<file path="src/rtl/mux_scan_nx1_if.sv">
// mux_scan_nx1_if: channel bus between a bank of sources and the scanning mux.
//   in        packed channel data, channel k = in[k*WIDTH +: WIDTH]
//   sel       manual-mode channel index
//   mode      0 = manual, 1 = round-robin scan
//   en        sample request
//   out       registered selected sample
//   out_valid out holds an unconsumed sample
//   out_ready consumer accepts out this cycle
//   cur_ch    channel index of the sample in out
//   scan_wrap one-cycle pulse after a load that wraps the scan index
//   ch_mask   scan inclusion mask (only with MUX_SCAN_MASK_EN defined)
interface mux_scan_nx1_if #(
   parameter int unsigned N_CH  = 4,
   parameter int unsigned WIDTH = 1
);
   localparam int unsigned SEL_W = $clog2(N_CH);

   logic [N_CH*WIDTH-1:0] in;
   logic [SEL_W-1:0]      sel;
   logic                  mode;
   logic                  en;
   logic [WIDTH-1:0]      out;
   logic                  out_valid;
   logic                  out_ready;
   logic [SEL_W-1:0]      cur_ch;
   logic                  scan_wrap;
`ifdef MUX_SCAN_MASK_EN
   logic [N_CH-1:0]       ch_mask;

   modport master (output in, sel, mode, en, out_ready, ch_mask,
                   input  out, out_valid, cur_ch, scan_wrap);
   modport slave  (input  in, sel, mode, en, out_ready, ch_mask,
                   output out, out_valid, cur_ch, scan_wrap);
`else
   modport master (output in, sel, mode, en, out_ready,
                   input  out, out_valid, cur_ch, scan_wrap);
   modport slave  (input  in, sel, mode, en, out_ready,
                   output out, out_valid, cur_ch, scan_wrap);
`endif
endinterface

</file>
<file path="src/rtl/mux_scan_nx1.sv">
// mux_scan_nx1: registered N_CH:1 multiplexer with valid/ready output stage
// and an automatic round-robin scan mode.
//   clk  rising-edge clock
//   rst  asynchronous active-high reset
//   bus  mux_scan_nx1_if.slave (in, sel, mode, en, out_ready -> out,
//        out_valid, cur_ch, scan_wrap)
// Optional feature: define MUX_SCAN_MASK_EN to add bus.ch_mask, which
// restricts the scan to channels whose mask bit is set.
module mux_scan_nx1 #(
   parameter int unsigned N_CH  = 4,
   parameter int unsigned WIDTH = 1,
   parameter int unsigned DWELL = 1
) (
   input  logic           clk,
   input  logic           rst,
   mux_scan_nx1_if.slave  bus
);
   localparam int unsigned SEL_W = $clog2(N_CH);
   localparam int unsigned CNT_W = (DWELL > 1) ? $clog2(DWELL) : 1;

   typedef enum logic {S_MANUAL = 1'b0, S_SCAN = 1'b1} state_t;

   state_t           state, state_next;
   logic [SEL_W-1:0] scan_ch, scan_ch_next;
   logic [CNT_W-1:0] dwell_cnt, dwell_next;
   logic [WIDTH-1:0] out_next;
   logic [SEL_W-1:0] cur_ch_next;
   logic             valid_next, wrap_next;

   logic [N_CH-1:0]  mask_c;
   logic             entering_c, load_c;
   logic [SEL_W-1:0] first_ch_c, eff_ch_c, adv_ch_c, src_ch_c;
   logic [CNT_W-1:0] eff_dwell_c;
   logic             adv_wrap_c;
   logic [WIDTH-1:0] src_word_c;

`ifdef MUX_SCAN_MASK_EN
   assign mask_c = bus.ch_mask;
`else
   assign mask_c = '1;
`endif

   // state register
   always_ff @(posedge clk or posedge rst) begin
      if (rst) state <= S_MANUAL;
      else     state <= state_next;
   end

   // next state follows mode every cycle
   always_comb begin
      state_next = S_MANUAL;
      if (bus.mode) state_next = S_SCAN;
   end

   // lowest included channel: start point when scan is (re)entered
   always_comb begin
      first_ch_c = '0;
      for (int i = int'(N_CH) - 1; i >= 0; i--)
         if (mask_c[i]) first_ch_c = SEL_W'(i);
   end

   // on entry the scan position is treated as already cleared, so the
   // load on the entry edge takes the first channel
   assign entering_c  = (state == S_MANUAL) && bus.mode;
   assign eff_ch_c    = entering_c ? first_ch_c : scan_ch;
   assign eff_dwell_c = entering_c ? '0 : dwell_cnt;

   // next included channel above eff_ch (mod N_CH); descending loop so the
   // nearest candidate wins; wrap flags a pass through index 0
   always_comb begin : adv_search
      int unsigned pos;
      int unsigned idx;
      adv_ch_c   = eff_ch_c;
      adv_wrap_c = 1'b0;
      for (int unsigned k = N_CH; k >= 1; k--) begin
         pos = int'(eff_ch_c) + k;
         idx = (pos >= N_CH) ? pos - N_CH : pos;
         if (mask_c[idx]) begin
            adv_ch_c   = SEL_W'(idx);
            adv_wrap_c = (pos >= N_CH);
         end
      end
   end

   // source is chosen by the live mode so a mode change applies on its own edge
   assign src_ch_c = bus.mode ? eff_ch_c : bus.sel;

   // out-of-range index selects zero
   always_comb begin
      src_word_c = '0;
      for (int unsigned k = 0; k < N_CH; k++)
         if (int'(src_ch_c) == k) src_word_c = bus.in[k*WIDTH +: WIDTH];
   end

   // an empty mask blocks scan loads
   assign load_c = bus.en && (!bus.out_valid || bus.out_ready) &&
                   !(bus.mode && (mask_c == '0));

   // output / datapath next values
   always_comb begin
      out_next     = bus.out;
      cur_ch_next  = bus.cur_ch;
      valid_next   = bus.out_valid;
      wrap_next    = 1'b0;
      scan_ch_next = scan_ch;
      dwell_next   = dwell_cnt;
      if (entering_c) begin
         scan_ch_next = first_ch_c;
         dwell_next   = '0;
      end
      if (load_c) begin
         out_next    = src_word_c;
         cur_ch_next = src_ch_c;
         valid_next  = 1'b1;
         if (bus.mode) begin
            if (eff_dwell_c == CNT_W'(DWELL - 1)) begin
               dwell_next   = '0;
               scan_ch_next = adv_ch_c;
               wrap_next    = adv_wrap_c;
            end else begin
               dwell_next   = eff_dwell_c + CNT_W'(1);
            end
         end
      end else if (bus.out_valid && bus.out_ready) begin
         valid_next = 1'b0;
      end
   end

   // output and scan registers
   always_ff @(posedge clk or posedge rst) begin
      if (rst) begin
         bus.out       <= '0;
         bus.out_valid <= 1'b0;
         bus.cur_ch    <= '0;
         bus.scan_wrap <= 1'b0;
         scan_ch       <= '0;
         dwell_cnt     <= '0;
      end else begin
         bus.out       <= out_next;
         bus.out_valid <= valid_next;
         bus.cur_ch    <= cur_ch_next;
         bus.scan_wrap <= wrap_next;
         scan_ch       <= scan_ch_next;
         dwell_cnt     <= dwell_next;
      end
   end
endmodule

</file>
<file path="src/flat_wrapper.sv">
// flat-port wrapper written by rule: the top's interface ports become plain ports
module mux_scan_nx1_flat 
#(
   parameter int unsigned N_CH  = 4,
   parameter int unsigned WIDTH = 1,
   parameter int unsigned DWELL = 1
)
  (clk, rst, bus_in, bus_sel, bus_mode, bus_en, bus_out_ready, bus_out, bus_out_valid, bus_cur_ch, bus_scan_wrap);
  mux_scan_nx1_if #(.N_CH(N_CH), .WIDTH(WIDTH)) bus_i ();
  input  logic clk;
  input  logic rst;
  input wire logic [$bits(bus_i.in)-1:0] bus_in;
  input wire logic [$bits(bus_i.sel)-1:0] bus_sel;
  input wire logic [$bits(bus_i.mode)-1:0] bus_mode;
  input wire logic [$bits(bus_i.en)-1:0] bus_en;
  input wire logic [$bits(bus_i.out_ready)-1:0] bus_out_ready;
  output wire logic [$bits(bus_i.out)-1:0] bus_out;
  output wire logic [$bits(bus_i.out_valid)-1:0] bus_out_valid;
  output wire logic [$bits(bus_i.cur_ch)-1:0] bus_cur_ch;
  output wire logic [$bits(bus_i.scan_wrap)-1:0] bus_scan_wrap;
  assign bus_i.in = bus_in;
  assign bus_i.sel = bus_sel;
  assign bus_i.mode = bus_mode;
  assign bus_i.en = bus_en;
  assign bus_i.out_ready = bus_out_ready;
  assign bus_out = bus_i.out;
  assign bus_out_valid = bus_i.out_valid;
  assign bus_cur_ch = bus_i.cur_ch;
  assign bus_scan_wrap = bus_i.scan_wrap;
  mux_scan_nx1 #(.N_CH(N_CH), .WIDTH(WIDTH), .DWELL(DWELL)) u_core (.clk(clk), .rst(rst), .bus(bus_i));
endmodule
</file>
<file path="config.mk">
export PLATFORM = sky130hd
export DESIGN_NAME = mux_scan_nx1_flat
export DESIGN_NICKNAME = d
export VERILOG_FILES = /design/src/rtl/mux_scan_nx1_if.sv /design/src/rtl/mux_scan_nx1.sv /design/src/flat_wrapper.sv
export SDC_FILE = /design/constraint.sdc
export NUM_CORES = 1
export LEC_CHECK = 0
export ABC_AREA = 1
export CAP_MARGIN = 20
export CELL_PAD_IN_SITES_DETAIL_PLACEMENT = 1
export CELL_PAD_IN_SITES_GLOBAL_PLACEMENT = 1
export CORE_UTILIZATION = 26
export DETAILED_ROUTE_END_ITERATION = 12
export GPL_ROUTABILITY_DRIVEN = 1
export PLACE_DENSITY_LB_ADDON = 0.08
export SETUP_SLACK_MARGIN = 0.5
export SLEW_MARGIN = 10
export SYNTH_ARGS = -nofsm -noshare
export SYNTH_HDL_FRONTEND = slang
export SYNTH_SLANG_ARGS = --single-unit
</file>
<file path="constraint.sdc">
create_clock -name clk -period 1 [get_ports clk]
set_input_delay 0.2 -clock clk [delete_from_list [all_inputs] [get_ports clk]]
set_output_delay 0.2 -clock clk [all_outputs]
set_load 0.03 [all_outputs]
</file>
==> Word level (Yosys, flattened, before mapping) <==
Index checks and enable logic that the tools add are counted.
{ "totals": {"reg_bits": 9, "latchBits": 0, "ram_bits": 0, "rom_bits": 0, "out_inout_bits": 5, "wordCells": 74, "mem_count": 0} }
{ "op_classes": {"addsub": 9, "multipliers": 0, "n_div": 0, "n_lt_le_gt_ge": 8, "n_eq_ne": 3, "n_shift": 0, "mux": 39, "bitwise_logic": 1, "n_reduce_logical": 7} }
{ "op_table": {"columns": ["operator", "count"], "rows": [
  ["$ge A32 B3 Y1 const B", 4],
  ["$lt A32 B3 Y1 const B", 4],
  ["$mux W32", 4],
  ["$sub A32 B3 Y32 const B", 4],
  ["$mux W1", 22],
  ["$mux W2", 9],
  ["$bmux W1 S2", 4],
  ["$add A2 B2 Y3 const B", 2],
  ["$add A2 B3 Y4 const B", 1],
  ["$eq A2 B2 Y1 const B", 2],
  ["$add A2 B1 Y3 const B", 1],
  ["$logic_and A1 B1 Y1", 3],
  ["$eq A2 B1 Y1 const B", 1],
  ["$logic_not A2 Y1", 1],
  ["$reduce_bool A2 Y1", 1],
  ["$add A1 B1 Y1 const B", 1],
  ["$logic_not A1 Y1", 1],
  ["$logic_or A1 B1 Y1", 1],
  ["$not A1 Y1", 1]
]} }

==> Depth between registers and ports, before layout <==
Gate-level depths: netlist of the first run.
{ "depth": {"depth_word": 15, "depth_mapped": 7} }

==> Least setup slack after synthesis of the first run <==
Ideal clock, no wire load.
{ "synth_path": {"kind": "register to register", "startpoint": "register u_core.bus.out_valid", "endpoint": "register u_core.scan_ch[1]", "setup_time_ns": 0.117, "t_arrival_ns": 1.072, "t_required_ns": 0.883, "path_slack_ns": -0.188, "path_stages_with_launch": 7, "path_buffers": 0, "period_less_slack_ns": 1.188, "cell_sequence": "dfrtp_1 > nand2_1 > nand2_2 > nor3_2 > inv_2 > nand2_1 > nand2_1"} }
{ "synth_via": {"elab_chain_cells": 4} }
{ "synth_lines": {"columns": ["element", "line_no", "source"], "rows": [
  ["start, declared", "mux_scan_nx1_if.sv:38", "output out, out_valid, cur_ch, scan_wrap);"],
  ["start signal, assigned", "mux_scan_nx1.sv:140", "bus.out_valid <= valid_next;"],
  ["$logic_not A1 Y1", "mux_scan_nx1.sv:96", "assign load_c = bus.en && (!bus.out_valid || bus.out_ready) &&"],
  ["$logic_or A1 B1 Y1", "mux_scan_nx1.sv:96", null],
  ["$logic_and A1 B1 Y1", "mux_scan_nx1.sv:96", null],
  ["$mux W2", "mux_scan_nx1.sv:111", "if (load_c) begin"],
  ["named net u_core.scan_ch_next[1]", "mux_scan_nx1.sv:24", "logic [SEL_W-1:0] scan_ch, scan_ch_next;"],
  ["end signal, assigned", "mux_scan_nx1.sv:143", "scan_ch <= scan_ch_next;"],
  ["end, declared", "mux_scan_nx1.sv:24", null]
]} }
The timed path passes the listed nets, and every way through them passes these cells.
A chain may end at the register's enable or synchronous reset.

==> Final worst setup path of the first run <==
{ "layout_path": {"startpoint": "register u_core.state", "endpoint": "register u_core.scan_ch[1]"} }
{ "layout_via": {"elab_chain_cells": 15, "word_cells_on_any_way": 35, "classes_between": "add/sub (8); order compare (4); mux (21); bitwise (1); reduce/logical (1)"} }
{ "layout_lines": {"columns": ["element", "line_no", "source"], "rows": [
  ["start, declared", "mux_scan_nx1.sv:23", "state_t state, state_next;"],
  ["start signal, assigned", "mux_scan_nx1.sv:46", "else state <= state_next;"],
  ["$not A1 Y1 (*)", "mux_scan_nx1.sv:64", "assign entering_c = (state == S_MANUAL) && bus.mode;"],
  ["$logic_and A1 B1 Y1 (*)", "mux_scan_nx1.sv:64", null],
  ["$mux W2", "mux_scan_nx1.sv:65, mux_scan_nx1.sv:107", null],
  ["$add A2 B3 Y4", "mux_scan_nx1.sv:76", "pos = int'(eff_ch_c) + k;"],
  ["$sub A32 B3 Y32 / $ge A32 B3 Y1 (equally long branches)", "mux_scan_nx1.sv:77", "idx = (pos >= N_CH) ? pos - N_CH : pos;"],
  ["$mux W32", "mux_scan_nx1.sv:77", null],
  ["$bmux W1 S2", "mux_scan_nx1.sv:78", "if (mask_c[idx]) begin"],
  ["$mux W1 (not written as such)", "mux_scan_nx1.sv:78", null],
  ["$mux W2 (4 in a row)", "mux_scan_nx1.sv:78", null],
  ["$mux W2", "mux_scan_nx1.sv:116", "if (eff_dwell_c == CNT_W'(DWELL - 1)) begin"],
  ["$mux W2", "mux_scan_nx1.sv:115", "if (bus.mode) begin"],
  ["$mux W2 (*)", "mux_scan_nx1.sv:111", null],
  ["named net u_core.scan_ch_next[1]", "mux_scan_nx1.sv:24", null]
]} }
The timed path passes the listed nets; every way through them passes the cells marked *. The select of a mux whose other input is x is not followed.

==> impl_metrics.csv, run 1 <==
group,metric,value,unit
clock_network,cts_num_sinks,9,
setup_path,ff2ff_path_depth,5,
setup_path,cp-startpoint,"u_core.state",
timing,setup_ws,-97.6,ps
timing,min_period,1100,ps
setup_path,cp_max_fo,3,
route,final_antenna_net_count,0,
clock_network,cts_buffer_depth,2,
min_path,min_from,"bus_mode",
pwr,p_total,1.14,mW
synthesis,syn_nets,67,
timing,slew_viol_final,0,
synthesis,yosysWarnings,0,
timing,relSlewSlack,0.851,
setup_path,r2r-start,"u_core.state",
floorplan,coreArea,1540,um^2
floorplan,die_h,43.1,um
global_routing,grtUsageTotal,0.150,
timing,whs,199,ps
route,drc,0,
floorplan,fp-row-count,14,
global_routing,grt_pass1_wl,2.09,mm
placed_design,io_buffer_count,15,
synthesis,synthArstFlopShare,1.00,
clock_network,clk_latency,260,ps
route,wirelength,1.28,mm
cells_and_area,fin_cells,106,
global_routing,grt_antenna_before_repair,0,
timing,final_hold_viol_count,0,
synthesis,synth_area_leader_cell,"dfrtp_1",
synthesis,synth_edf_count,0,
run_status,violations,"negative setup slack",
synthesis,syn_avg_cell_area,7.98,um^2
clock_network,clk_pin_slew_worst_paths,60,ps
route,viasPerCell,4.52,
synthesis,netlist-cell-type-count,12,
min_path,min_path_type,"in -> reg",
route,first_pass_iters,4,
min_path,hold-path-cell-count,1,
placed_design,placed_cells_incl_taps,95,
timing,fin_setup_tns,-301,ps
pwr,pwr_density_cell,1340,nW/um^2
timing,fin_crit_sh,1.10,
timing,final-setup-viol-count,9,
synthesis,synth.most_common_cell,"nand2_1",
clock_network,cts_tree,"built",
setup_path,cpLargestDelayFamily,"flip-flops",
placed_design,hpwl,894,um
synthesis,synth_area,439,um^2
setup_path,r2r_slack,-100,ps
synthesis,synthFlopType,"dfrtp_1",
route,vias,479,
setup_path,critPathKind,"reg -> reg",
synthesis,ys_ff_latch,9,
setup_path,critical_path.max_stage_delay,370,ps
timing,skew,1.07,ps
synthesis,synth_cells,55,
setup_path,worstPathArrival,1250,ps
synthesis,synth_top_area_share,0.513,
global_routing,overflow,0,
setup_path,crit_path_top_delay_cell,"dfrtp_1",
placed_design,gp_congestion,0.759,
timing,rsz0062_at_grt,"true",
pwr,ir_drop,0.750,mV
clock_network,cts_hold_buf,0,
floorplan,die-area,1860,um^2
global_routing,grt_max_degree,10,
flow_run,maxCapViolCount,0,
route,drtIter0Drc,4,
floorplan,io_pins,16,
setup_path,critPathLaunchType,"flip-flop",
timing,worstMarginPinSlew,224,ps
synthesis,ys_seq_area_frac,0.513,
run_status,status,"finished with violations",
route,drt-wirelength-per-cell,12.0,um
global_routing,grt_pass1_vias,488,
synthesis,synth.area.top_cells,"dfrtp_1 (51%), nand2_1 (15%), nand3_1 (8.0%)",
clock_network,clockRootBuffer,"clkbuf_4",
pwr,power_leakage,0.415,nW
setup_path,r2r-end,"u_core.scan_ch[1]",
cells_and_area,syn_to_final_growth,94.3,%
cells_and_area,n_antenna_cell,0,
cells_and_area,drive_gt1_frac,0.600,
cells_and_area,layout.nets,103,
setup_path,cp-end-kind,"flip-flop",
setup_path,path_buf_inv,1,
clock_network,htree_levels,1,
setup_path,path_cells,"inv_2 -> a21boi_2 -> ha_4 -> nand2_2 -> nand2_1",
floorplan,die_w,43.1,um
synthesis,ys_top_cells_by_count,"nand2_1 (18), dfrtp_1 (9), inv_1 (8)",
setup_path,worst-endpoint-required,1150,ps
floorplan,initial_utilization,0.285,
clock_network,numCtsBuffers,3,
min_path,holdPathEnd,"u_core.state",
timing,max_freq,0.911,GHz
[report_power, final]
part | switching [mW] | internal, mW
logic | 0.194 | 0.219
registers | 0.0316 | 0.408
clock network | 0.134 | 0.154
total | 0.359 | 0.781
[layout make-up]
class | instances | area, um^2
Fill cell | 190 | 688
Timing Repair Buffer | 31 | 285
Multi-Input combinational cell | 36 | 246
Sequential cell | 9 | 231
Inverter | 10 | 43.8
Clock buffer | 4 | 26.3
Tap cell | 16 | 20.0
[how the worst max path moves through the flow]
stage / depth (start not counted) / end
finish: 5 / u_core.scan_ch[1]
global route: 6 / u_core.scan_ch[0]
CTS: 6 / u_core.scan_ch[0]
detailed placement: 5 / u_core.scan_ch[1]
global placement: 7 / u_core.scan_ch[1]
floorplan: 6 / u_core.scan_ch[1]
[repair_timing]
| action | 4_1_cts | 5_1_grt |
|---|---|---|
| endpoints found under the hold margin | 0 | 0 |
| buffers inserted | 3 | 4 |
| endpoints found under the setup margin | 23 | 13 |
| pin swaps | 6 | 3 |
| cloned | 0 | 0 |
| gates resized for setup | 26 | 11 |
[kinds of logic after synthesis]
kind of cell,after synthesis,synth area share
flip-flops,9,0.513
adder cells (fa/ha/maj),1,0.0285
buffers and inverters,10,0.0855
AO/OA/AOI/OAI,5,0.0712
AND/OR/NAND/NOR,30,0.302
[placed cells by master, fill, tap and decap left out]
cell / instances
dfrtp_1: 4
a21boi_2: 2
o21ai_2: 1
dfrtp_2: 5
dlygate4sd2_1: 1
inv_4: 1
buf_6: 9
clkbuf_2: 1
nor3_4: 1
ha_4: 1
clkbuf_4: 3
clkdlybuf4s50_1: 8
nor2_2: 2
buf_4: 12
clkinvlp_4: 1
o21ai_1: 1
nand3_1: 6
nand3_4: 1
inv_2: 5
inv_1: 3
nand2_1: 11
clkbuf_1: 1
nand2_4: 1
nand2_2: 8
a31oi_1: 1
[metal layers]
layer,part of all wire,vias to the layer above,global-route usage
met1,0.48,222,0.206
li1,-,241,-
met2,0.46,14,0.221
met3,0.056,2,0.0468
met5,0,-,0
met4,0.0078,0,0.0545
[worst reg2reg max path, stage by stage (launching register included)]
cell	delay [ps]
dfrtp_1	370
inv_2	70
a21boi_2	220
ha_4	240
nand2_2	60
nand2_1	40
[through the flow]
step	area, um^2	utilization	worst slack (ps)
4_1_cts	803	0.521	-90.3
2_1_floorplan	459	-	-103
3_3_place_gp	684	0.444	-504
5_1_grt	853	0.554	-155
3_5_place_dp	684	0.444	-542
6_report	853	0.554	-97.6
[registers in the layout (all words and copies together) (netlist names)]
signal                flops
u_core.state              1
u_core.bus.out            1
u_core.bus.out_valid      1
u_core.bus.scan_wrap      1
u_core.scan_ch            2
u_core.dwell_cnt          1
u_core.bus.cur_ch         2
Note: power is estimated with default switching activity, not from simulation.
==> inputs of run 2 (changes only) <==
--- a/config.mk
+++ b/config.mk
@@ -12,7 +12,7 @@
 export CORE_UTILIZATION = 26
 export DETAILED_ROUTE_END_ITERATION = 12
 export GPL_ROUTABILITY_DRIVEN = 1
-export PLACE_DENSITY_LB_ADDON = 0.08
+export PLACE_DENSITY = 0.81
 export SETUP_SLACK_MARGIN = 0.5
 export SLEW_MARGIN = 10
 export SYNTH_ARGS = -nofsm -noshare
==> impl_metrics.csv, run 2 (same netlist as run 1, synthesis figures left out) <==
group,metric,value,unit
route,vias,489,
clock_network,clk_pin_slew_worst_paths,70,ps
setup_path,cp-end-kind,"flip-flop",
cells_and_area,final_common_cell,"nand2_1",
setup_path,r2r-start,"u_core.bus.out_valid",
timing,max_freq,0.876,GHz
cells_and_area,fin_cells,100,
cells_and_area,final_cell_mix,"nand2_1 (11), clkdlybuf4s50_1 (8), buf_4 (8)",
cells_and_area,layout.nets,97,
setup_path,critPathLaunchType,"flip-flop",
timing,worstMarginPinSlew,382,ps
route,drtIter0Drc,4,
global_routing,grtUsageTotal,0.157,
timing,setup_ws,-141,ps
pwr,netSwitchingPower,0.393,mW
floorplan,die_w,43.1,um
global_routing,grt_pass1_vias,502,
clock_network,numCtsBuffers,3,
cells_and_area,finalCoreUtilization,0.533,
route,final_antenna_net_count,0,
floorplan,die_h,43.1,um
placed_design,gp_congestion,0.686,
run_status,status,"finished with violations",
clock_network,cts_buffer_depth,2,
route,drt-wirelength-per-cell,15.4,um
pwr,p_clk_frac,0.267,
timing,slew_viol_final,0,
floorplan,die-area,1860,um^2
route,drc,0,
cells_and_area,syn_to_final_growth,87.2,%
min_path,min_path_type,"in -> async",
route,wirelength,1.54,mm
floorplan,coreArea,1540,um^2
timing,min_period,1140,ps
pwr,p_int,0.756,mW
timing,final-setup-viol-count,10,
global_routing,overflow,0,
cells_and_area,reg_top3,"u_core.bus.cur_ch (2), u_core.scan_ch (2)",
setup_path,crit_path_top_delay_cell,"dfrtp_2",
setup_path,r2r_slack,-140,ps
pwr,combPwrFrac,0.346,
pwr,seq_power_share,0.387,
floorplan,fp-row-count,14,
timing,whs,217,ps
timing,fin_crit_sh,1.14,
cells_and_area,design_area,822,um^2
clock_network,clk_latency,270,ps
pwr,power_leakage,0.389,nW
global_routing,grt_pass1_wl,2.08,mm
timing,skew,6.83,ps
cells_and_area,drive_gt1_frac,0.560,
pwr,p_sw_frac,0.342,
timing,rsz0062_at_grt,"true",
floorplan,io_pins,16,
clock_network,htree_levels,1,
floorplan,initial_utilization,0.285,
clock_network,cts_hold_buf,0,
setup_path,critPathKind,"reg -> reg",
clock_network,cts_tree,"built",
pwr,pwr_density_cell,1400,nW/um^2
clock_network,clockRootBuffer,"clkbuf_4",
global_routing,grt_max_degree,10,
placed_design,placed_cell_area,669,um^2
setup_path,worst-endpoint-required,1170,ps
timing,relSlewSlack,0.745,
placed_design,io_buffer_count,15,
timing,fin_setup_tns,-637,ps
setup_path,cp_max_fo,3,
setup_path,r2r-end,"u_core.scan_ch[1]",
cells_and_area,n_antenna_cell,0,
route,viasPerCell,4.89,
clock_network,cts_num_sinks,9,
setup_path,cp-startpoint,"u_core.bus.out_valid",
setup_path,worstPathArrival,1310,ps
setup_path,path_cells,"nand2_4 -> nand2_4 -> nor3_4 -> inv_2 -> nand2_1 -> nand2_1",
flow_run,maxCapViolCount,0,
placed_design,hpwl,898,um
setup_path,critical_path.max_stage_delay,440,ps
setup_path,ff2ff_path_depth,6,
placed_design,placed_cells_incl_taps,93,
pwr,ir_drop,0.610,mV
timing,final_hold_viol_count,0,
run_status,violations,"negative setup slack",
route,first_pass_iters,4,
global_routing,grt_antenna_before_repair,0,
run 2: changes by cell type in the layout (fill, tap and decap cells not counted), sizes merged:
cell,delta
buf,-6
clkbuf,-1
dlygate4sd2,+1
run 2: worst max-delay path by stage:
stage	endpoint	slack, ps	cells after the start
2_1_floorplan	u_core.scan_ch[1]	-100	6
3_3_place_gp	u_core.scan_ch[1]	-480	5
3_5_place_dp	u_core.scan_ch[1]	-530	6
4_1_cts	u_core.scan_ch[1]	-160	7
5_1_grt	u_core.scan_ch[1]	-180	7
6_report	u_core.scan_ch[1]	-140	6
run 2: layout make-up:
type                       instances  area (um^2)
inverter                          10         43.8
clock buffer                       4         26.3
tap                               16         20.0
sequential                         9          231
timing repair buffer              25          236
fill                             168          719
multi-input combinational         36          264
run 2: metal layers:
metal,vias to the layer above,GRT usage,part of all wire
li1,231,-,-
met1,239,0.159,0.42
met2,15,0.272,0.51
met3,4,0.0681,0.053
met4,0,0.0727,0.015
met5,-,0,0
run 2: repair_timing:
item	CTS	global route
endpoints found under the setup margin	19	13
pin swaps	3	5
hold endpoints to repair	0	0
cloned	0	0
resized for setup	18	15
buffers inserted	1	2
run 2: critical path: cells and delay by family, from the launching register on:
kind / cells / cell delay, ps
DFF: 1 / 440
and+or+nand+nor: 5 / 510
buffers and inverters: 1 / 90
run 2: metrics by stage:
step / worst slack, ps / total power, mW
after CTS: -156 / 1.07
after detailed placement: -532 / 0.727
after floorplan: -103 / 0.584
after global placement: -479 / 0.717
after global routing: -184 / 1.21
final: -141 / 1.15
run 2: power groups by stage:
stage          logic (mW)  registers, mW  clock network, mW
2_1_floorplan      0.0993          0.485                  0
3_3_place_gp        0.282          0.435                  0
3_5_place_dp        0.291          0.436                  0
4_1_cts             0.322          0.435              0.313
5_1_grt             0.430          0.449              0.332
6_report            0.397          0.445              0.306
